$ cat src/rtl/sqrt_pkg.sv
// Shared types and sizing helpers for the sqrt output drain stage.
package sqrt_pkg;

    localparam int SQRT_DATA_W = 16;
    localparam int SQRT_RES_W  = SQRT_DATA_W / 2;

    typedef struct packed {
        logic [SQRT_RES_W-1:0] res;
        logic [SQRT_RES_W:0]   rem;
        logic                  exact;
    } sqrt_entry_t;

    function automatic int cnt_width(input int depth);
        return $clog2(depth + 1);
    endfunction

endpackage

$ cat src/rtl/sqrt_fifo.sv
// Generic synchronous FIFO; a push into a full FIFO is taken only when a pop
// frees the slot in the same cycle, otherwise it is dropped.
module sqrt_fifo #(
    parameter int WIDTH = 8,
    parameter int DEPTH = 4,
    parameter int CNT_W = $clog2(DEPTH + 1)
) (
    input  logic             clk,
    input  logic             rst,
    input  logic             push_i,
    input  logic             pop_i,
    input  logic [WIDTH-1:0] din_i,
    output logic [WIDTH-1:0] dout_o,
    output logic             full_o,
    output logic             empty_o,
    output logic [CNT_W-1:0] count_o
);
    localparam int PTR_W = $clog2(DEPTH);

    logic [WIDTH-1:0] mem_q [DEPTH];
    logic [PTR_W-1:0] wr_ptr_q, wr_ptr_d;
    logic [PTR_W-1:0] rd_ptr_q, rd_ptr_d;
    logic [CNT_W-1:0] count_q, count_d;
    logic             push_ok, pop_ok;

    assign full_o  = (count_q == CNT_W'(DEPTH));
    assign empty_o = (count_q == '0);
    assign count_o = count_q;
    assign dout_o  = mem_q[rd_ptr_q];

    assign pop_ok  = pop_i && !empty_o;
    assign push_ok = push_i && (!full_o || pop_ok);

    always_comb begin
        wr_ptr_d = wr_ptr_q;
        rd_ptr_d = rd_ptr_q;
        count_d  = count_q;
        if (push_ok) wr_ptr_d = wr_ptr_q + PTR_W'(1);
        if (pop_ok)  rd_ptr_d = rd_ptr_q + PTR_W'(1);
        if (push_ok && !pop_ok)      count_d = count_q + CNT_W'(1);
        else if (!push_ok && pop_ok) count_d = count_q - CNT_W'(1);
    end

    always_ff @(posedge clk or posedge rst) begin
        if (rst) begin
            wr_ptr_q <= '0;
            rd_ptr_q <= '0;
            count_q  <= '0;
        end else begin
            wr_ptr_q <= wr_ptr_d;
            rd_ptr_q <= rd_ptr_d;
            count_q  <= count_d;
        end
    end

    // Storage needs no reset: it is only observed while count_q is non-zero.
    always_ff @(posedge clk) begin
        if (push_ok) mem_q[wr_ptr_q] <= din_i;
    end

endmodule

$ cat src/rtl/sqrt_drain.sv
// Output drain after the last sqrt stage: result FIFO, feeder credits and
// optional round-to-nearest of the root (enabled by macro SQRT_ROUND_EN).
module sqrt_drain
    import sqrt_pkg::*;
#(
    parameter int DATA_W     = SQRT_DATA_W,
    parameter int RES_W      = DATA_W / 2,
    parameter int FIFO_DEPTH = 4,
    parameter int CNT_W      = cnt_width(FIFO_DEPTH)
) (
    input  logic             clk,
    input  logic             rst,
    input  logic             issue_i,
    output logic             issue_ok_o,
    input  logic [RES_W-1:0] res_i,
    input  logic [RES_W:0]   rem_i,
    input  logic             vld_i,
    output logic [RES_W-1:0] out_res_o,
    output logic [RES_W:0]   out_rem_o,
    output logic             out_exact_o,
    output logic             out_vld_o,
    input  logic             out_rdy_i,
    output logic             ovf_o
);
    localparam int ENTRY_W = $bits(sqrt_entry_t);

    // The entry struct is sized by the package default, so the width must match.
    if (DATA_W != SQRT_DATA_W || RES_W != SQRT_RES_W || (FIFO_DEPTH & (FIFO_DEPTH - 1)) != 0
        || FIFO_DEPTH < 2) begin : g_bad_cfg
        $error("sqrt_drain: unsupported DATA_W/RES_W/FIFO_DEPTH");
    end

    logic [CNT_W-1:0] inflight_q, inflight_d;
    logic             ovf_q, ovf_d;
    logic [CNT_W-1:0] occupancy;
    logic [CNT_W:0]   credit_sum;
    logic             fifo_full, fifo_empty, pop, drop;
    logic [RES_W-1:0] root;
    sqrt_entry_t      wr_entry, head;
    logic [ENTRY_W-1:0] head_bits;

`ifdef SQRT_ROUND_EN
    logic [RES_W:0] res_ext, res_inc;
    always_comb begin
        res_ext = {1'b0, res_i};
        res_inc = res_ext + (RES_W+1)'(1);
        root    = res_i;
        if (rem_i > res_ext) root = res_inc[RES_W] ? '1 : res_inc[RES_W-1:0];
    end
`else
    assign root = res_i;
`endif

    always_comb begin
        wr_entry       = '0;
        wr_entry.res   = root;
        wr_entry.rem   = rem_i;
        wr_entry.exact = (rem_i == '0);
    end

    sqrt_fifo #(
        .WIDTH (ENTRY_W),
        .DEPTH (FIFO_DEPTH),
        .CNT_W (CNT_W)
    ) u_fifo (
        .clk     (clk),
        .rst     (rst),
        .push_i  (vld_i),
        .pop_i   (pop),
        .din_i   (wr_entry),
        .dout_o  (head_bits),
        .full_o  (fifo_full),
        .empty_o (fifo_empty),
        .count_o (occupancy)
    );

    assign head        = sqrt_entry_t'(head_bits);
    assign out_vld_o   = !fifo_empty;
    assign out_res_o   = fifo_empty ? '0 : head.res;
    assign out_rem_o   = fifo_empty ? '0 : head.rem;
    assign out_exact_o = !fifo_empty && head.exact;
    assign pop         = out_vld_o && out_rdy_i;
    assign drop        = vld_i && fifo_full && !pop;

    // Credit depends only on registered counters, keeping the feeder path short.
    assign credit_sum = {1'b0, occupancy} + {1'b0, inflight_q};
    assign issue_ok_o = credit_sum < (CNT_W+1)'(FIFO_DEPTH);
    assign ovf_o      = ovf_q;

    always_comb begin
        inflight_d = inflight_q;
        unique case ({issue_i, vld_i})
            2'b10:   if (inflight_q != '1) inflight_d = inflight_q + CNT_W'(1);
            2'b01:   if (inflight_q != '0) inflight_d = inflight_q - CNT_W'(1);
            default: inflight_d = inflight_q;
        endcase
        ovf_d = ovf_q || (vld_i && inflight_q == '0) || (issue_i && !issue_ok_o) || drop;
    end

    always_ff @(posedge clk or posedge rst) begin
        if (rst) begin
            inflight_q <= '0;
            ovf_q      <= 1'b0;
        end else begin
            inflight_q <= inflight_d;
            ovf_q      <= ovf_d;
        end
    end

endmodule

$ cat config.mk
export PLATFORM = sky130hd
export DESIGN_NAME = sqrt_drain
export DESIGN_NICKNAME = d
export VERILOG_FILES = /design/src/rtl/sqrt_pkg.sv /design/src/rtl/sqrt_fifo.sv /design/src/rtl/sqrt_drain.sv
export SDC_FILE = /design/constraint.sdc
export NUM_CORES = 1
export LEC_CHECK = 0
export BUFFER_PORTS_ARGS = -buffer_cell sky130_fd_sc_hd__clkbuf_2
export CORE_MARGIN = 4
export CORE_UTILIZATION = 52
export DETAILED_ROUTE_END_ITERATION = 16
export HOLD_SLACK_MARGIN = 0.02
export PLACE_DENSITY_LB_ADDON = 0.15
export SLEW_MARGIN = 30
export SYNTH_ARGS = -nofsm -noshare
export SYNTH_HDL_FRONTEND = slang
export SYNTH_SLANG_ARGS = --single-unit
$ cat constraint.sdc
create_clock -name clk -period 2.1 [get_ports clk]
set_clock_uncertainty 0.1 [all_clocks]
set_input_delay 0.105 -clock clk [delete_from_list [all_inputs] [get_ports clk]]
set_output_delay 0.105 -clock clk [all_outputs]
set_load 0.1 [all_outputs]
==> results of run 1 <==
[cell usage after synthesis, drive strengths merged (2+ instances only)]
library cell,number
edfxtp,72
and2,22
mux4,18
dfrtp,11
inv,11
ha,9
o21ai,6
buf,5
nor2,4
xnor2,4
nor4,3
xor2,3
and3,2
fa,2
mux2,2
nand2,2
o211ai,2
or3b,2
[state kept, by name, indices dropped and copies added, names as in the netlist]
signal,flops
ovf_o,1
u_fifo.rd_ptr_q,2
u_fifo.mem_q,72
inflight_q,3
u_fifo.wr_ptr_q,2
u_fifo.count_o,3
[how the worst max path moves through the flow]
stage / endpoint / cells past startpoint
floorplan: ovf_o / 3
CTS: u_fifo.count_o[2] / 8
finish: u_fifo.count_o[2] / 8
detailed placement: u_fifo.count_o[2] / 8
global placement: u_fifo.count_o[2] / 8
global route: u_fifo.count_o[2] / 8
[worst min-delay path: cells and delay by family]
kind | cells | cell delay (ns)
buf+inv | 3 | 0.94
[logic make-up (layout without fill, tap and decap cells)]
| logic type | Yosys count | count (layout) | synth area share, % |
|---|---|---|---|
| mux | 20 | 20 | 12.3 |
| fa+ha+maj | 11 | 11 | 4.35 |
| buf+inv | 17 | 108 | 2.60 |
| flops | 83 | 83 | 69.4 |
| compound gates | 11 | 11 | 1.92 |
| simple gates | 40 | 40 | 7.63 |
| xor+xnor | 7 | 7 | 1.75 |
[final cells by class]
class                      instances  area, um2
inverter                          11       41.3
multi-input combinational         89       1060
tap                               77       96.3
clock buffer                      11        141
timing repair buffer              81        890
sequential                        83       2440
clock inverter                     5       53.8
fill                             395       1740
[metrics by stage]
step | instances | setup WS [ns] | TNS, ns | area [um2] | hold WS [ns]
floorplan | 189 | -0.204 | -0.204 | 3540 | -0.143
global placement | 318 | 0.0391 | 0 | 4240 | -0.00306
detailed placement | 318 | -0.0568 | -0.0568 | 4240 | 0.00214
CTS | 357 | -0.0459 | -0.0459 | 4670 | 0.187
global route | 357 | -0.0605 | -0.381 | 4720 | 0.229
finish | 357 | -0.00680 | -0.00680 | 4720 | 0.182
[timing repair]
action | CTS | global route
gates cloned | 0 | 0
pin swaps | 0 | 5
endpoints found under the setup margin | 15 | 19
hold buffers | 21 | 0
setup buffers | 2 | 0
gates resized for setup | 2 | 12
hold endpoints to repair | 81 | 0
[metal layers]
metal / up-vias / global-route usage (%) / share of wire (%)
met4: 0 / 6.25 / 1.2
met3: 6 / 4.42 / 4.3
met5: - / 0 / 0
li1: 904 / - / -
met1: 974 / 21.2 / 42
met2: 48 / 28.9 / 53
==> results_dict.tcl, run 1 <==
set metrics [dict create \
    final_nets 308 \
    setup_viol 1 \
    yosys.area.top_type "edfxtp_1" \
    grt_max_degree 21 \
    final_cell_mix "edfxtp_1 (72), clkbuf_2 (23), buf_12 (22), dlygate4sd3_1 (21), mux4_2 (18)" \
    drtIter0Drc 109 \
    cts_buffers 9 \
    core_area_mm2 0.00646 \
    required_ns 2.26 \
    ys_seq_area_share_pct 69.4 \
    status "complete, but fails checks" \
    path_buf_inv 1 \
    cts_tree "yes" \
    netlist_area_mm2 0.00351 \
    fin_ws_ns -0.00680 \
    insertedDiodeCount 0 \
    post-route-period-util_pct 100 \
    clockBufferDepth 2 \
    drive_above_1_share_pct 42.5 \
    drv_cap 0 \
    viasPerCell 5.41 \
    dr.pass1.iters 4 \
    dieArea_mm2 0.00813 \
    grtUsageTotal_pct 17.1 \
    grt_pass1_wl_um 10700 \
    first_global_vias 2095 \
    place_congestion 0.790 \
    hold_viol_final 0 \
    ys_types 32 \
    max_slew.worst_pin.slew_ns 0.649 \
    overflow 0 \
    ios 43 \
    cpMaxStageDelayCell "dfrtp_2" \
    synth_top_area_share_pct 61.6 \
    ys.flop_type "edfxtp_1" \
    cts_sinks 83 \
    crit_top_cell "xor2_1" \
    slew_viol_final 0 \
    dieWidth_um 90.2 \
    reg2reg_slack_ns -0.007 \
    synth-edff-count 72 \
    crit_path_max_incr_delay_ns 0.43 \
    clkSlewWorstSetupHoldPaths_ns 0.08 \
    rsz0062_at_grt "true" \
    reg2reg_depth 8 \
    clock_latency_ns 0.34 \
    numPortBuffers 42 \
    start_util_pct 54.3 \
    yosys-top-cells-area "edfxtp_1 (62%), mux4_2 (12%), dfrtp_1 (7.8%)" \
    crit_path_start_kind "register" \
    drcViolationCount 0 \
    synth_nets 222 \
    area_delta_synth_final_pct 34.5 \
    vias 1932 \
    utilization_pct 73.1 \
    ctsRootBufferMaster "clkbuf_8" \
    period_minus_slack_ns 2.11 \
    dp_hpwl_um 4390 \
    end_kind "register" \
    netlist_instances 189 \
    cts-htree-levels 3 \
    path_delay_family "simple AND/OR/NAND/NOR gates" \
    worstSetupPathType "reg -> reg" \
    cp_max_fo 3 \
    cp-startpoint "u_fifo.count_o[1]" \
    final_common_cell "edfxtp_1" \
    timing.rr.start "u_fifo.count_o[1]" \
    yosys_warnings 0 \
    dieHeight_um 90.2 \
    syn_area_per_cell_um2 18.6 \
    wire_per_inst_um 18.4 \
    rr_endpoint "u_fifo.count_o[2]" \
    slew-limit-headroom_pct 56.3 \
    cp.arrival_ns 2.27 \
    num_rows 29 \
    ys_ff_latch 83 \
    synthArstFlopShare_pct 13.3 \
    ant_nets 0 \
    path_cells "or3_4 > nand2_4 > ha_4 > inv_1 > fa_1 > xor2_1 > nor2_1 > xor2_1" \
    fmax_ghz 0.475 \
    hp-class "in -> async" \
    violations "setup timing" \
    antenna_found_initial 0 \
    finalWirelength_um 6560 \
]
Power of run 1 is not shown: default switching activity piles up to over one toggle a cycle in this logic, so the estimate is an artifact.
==> run 2: changes to the inputs <==
Settings changed: ABC_AREA set to 1, BUFFER_PORTS_ARGS -buffer_cell sky130_fd_sc_hd__clkbuf_2 to unset, CORE_UTILIZATION 52 to 56, DONT_BUFFER_PORTS set to 1.
==> results_dict.tcl, run 2 <==
set metrics [dict create \
    cp_max_fo 18 \
    ys_seq_area_share_pct 67.5 \
    max_slew.worst_pin.slew_ns 0.494 \
    hold_viol_final 0 \
    path_buf_inv 4 \
    utilization_pct 74.6 \
    setup_tns_ns 0 \
    core_area_mm2 0.00631 \
    dieWidth_um 88.3 \
    ys_ff_latch 83 \
    cpMaxStageDelayCell "dfrtp_2" \
    cp.arrival_ns 1.80 \
    clock_latency_ns 0.34 \
    slew-limit-headroom_pct 67.0 \
    ys.flop_type "edfxtp_1" \
    cts_sinks 83 \
    wl_met2_um 3670 \
    final_cell_mix "nor2_1 (86), edfxtp_1 (72), nand2_1 (28)" \
    rsz0062_at_grt "false" \
    clkSlewWorstSetupHoldPaths_ns 0.08 \
    synth_common_cells "nor2_1 (87), edfxtp_1 (72), nand2_1 (28), inv_1 (23), o21ai_1 (22)" \
    wl_met1_um 2880 \
    seqCellArea_mm2 0.00244 \
    period_minus_slack_ns 2.01 \
    drv_cap 0 \
    vias 2453 \
    drtIter0Drc 165 \
    dieHeight_um 88.3 \
    netlist_instances 321 \
    finalWirelength_um 7090 \
    drcViolationCount 0 \
    viasPerCell 5.32 \
    crit_top_cell "buf_12" \
    yosys.area.top_type "edfxtp_1" \
    path_cells "nor2_2 > nand2_4 > buf_6 > inv_2 > buf_12 > a21oi_2 > buf_12" \
    place_congestion 0.740 \
    insertedDiodeCount 0 \
    drive_above_1_share_pct 20.8 \
    grt_max_degree 25 \
    post-route-period-util_pct 95.5 \
    crit_path_start_kind "register" \
    ctsRootBufferMaster "clkbuf_8" \
    num_rows 29 \
    fin_hold_ws_ns 0.0207 \
    largest_register "u_fifo.mem_q" \
    overflow 0 \
    yosysMostFrequentCell "nor2_1" \
    yosys_warnings 0 \
    ys_types 23 \
    numPortBuffers 0 \
    slew_viol_final 0 \
    crit_path_max_incr_delay_ns 0.45 \
    cts-htree-levels 3 \
    yosys-top-cells-area "edfxtp_1 (60%), nor2_1 (9.0%), dfrtp_1 (7.6%)" \
    dieArea_mm2 0.00780 \
    fmax_ghz 0.499 \
    highest-signal-layer "met4" \
    cts_buffers 9 \
    multi_input_area_mm2 0.00113 \
    nFillCells 414 \
    synth_top_area_share_pct 59.8 \
    dp_hpwl_um 4510 \
    ant_nets 0 \
    synth_nets 354 \
    start_util_pct 57.2 \
    final_common_cell "nor2_1" \
    grtUsageTotal_pct 20.4 \
    area_delta_synth_final_pct 30.4 \
    worstSetupPathType "reg -> out" \
    syn_area_per_cell_um2 11.3 \
    synthArstFlopShare_pct 13.3 \
    grt_pass1_wl_um 11800 \
    setup_viol 0 \
    first_global_vias 2445 \
    required_ns 1.89 \
    clockBufferDepth 2 \
    synth-edff-count 72 \
    wl_met3_um 369 \
    largest_reg_flops 72 \
    cts_tree "yes" \
    ios 43 \
    final_nets 412 \
    netlist_area_mm2 0.00361 \
    antenna_found_initial 0 \
    wire_per_inst_um 15.4 \
    end_kind "output pin" \
    hp-class "in -> reg" \
    status "complete, no violations" \
    dr.pass1.iters 4 \
    path_delay_family "buffers and inverters" \
]
-- run 2: routing by layer --
metal | GRT usage, % | vias to the layer above
met5 | 0 | -
met4 | 8.24 | 0
met1 | 24.3 | 1164
met2 | 36.0 | 69
met3 | 4.66 | 18
li1 | - | 1202
-- run 2: area by class of cell --
type                    instances  area share (%)
inverters                      26            2.07
multi-input cells             200            24.0
clock buffers                   9            2.63
clock inverters                 7            1.46
well taps                      77            2.05
flip-flops and latches         83            51.8
repair buffers                 59            16.0
-- run 2: kinds of logic (layout without fill, tap and decap cells) --
kind of cell	count (synthesis)	in the layout	synth area share [%]
AO/OA/AOI/OAI	58	58	8.14
flip-flops	83	83	67.5
buffers and inverters	38	101	5.40
AND/OR/NAND/NOR	127	127	13.8
XOR/XNOR	4	4	0.970
adder cells (fa/ha/maj)	11	11	4.22
-- run 2: worst paths after layout --
kind                                            to  slack, ns              start  cells after the start
min in group asynchronous            inflight_q[2]       0.15                rst                      2
worst min-delay path            u_fifo.mem_q[0][0]       0.02           rem_i[0]                      3
worst min register to register   u_fifo.count_o[0]       0.43  u_fifo.count_o[0]                      1
worst max-delay path                   out_exact_o       0.09  u_fifo.count_o[0]                      7
worst max register to register   u_fifo.count_o[2]       0.10  u_fifo.count_o[0]                      9
max in group asynchronous        u_fifo.count_o[1]       1.39                rst                      2
-- run 2: timing repair --
item | CTS | global route
endpoints found under the hold margin | 90 | 0
gates resized for setup | 2 | 3
setup endpoints to repair | 18 | 18
setup buffers | 0 | 4
hold buffers | 22 | 0
-- run 2: worst reg2reg max path: stages, from the launching register on --
cell and delay (ns):
dfrtp_2 0.45, nor2_2 0.19, nand2_4 0.07, nand2_1 0.13, ha_1 0.18, inv_1 0.06
fa_1 0.38, nand2_1 0.08, nand3_1 0.09, xor2_1 0.15
-- run 2: per-stage QoR --
step                      worst slack [ns]  area, um2  cells
after global routing              0.000792       4710    461
final                               0.0948       4710    461
after floorplan                   0.000650       3760    321
after global placement               0.148       4260    419
after CTS                           0.0345       4680    457
after detailed placement            0.0777       4260    419
Power of run 2 is left out for the same reason.
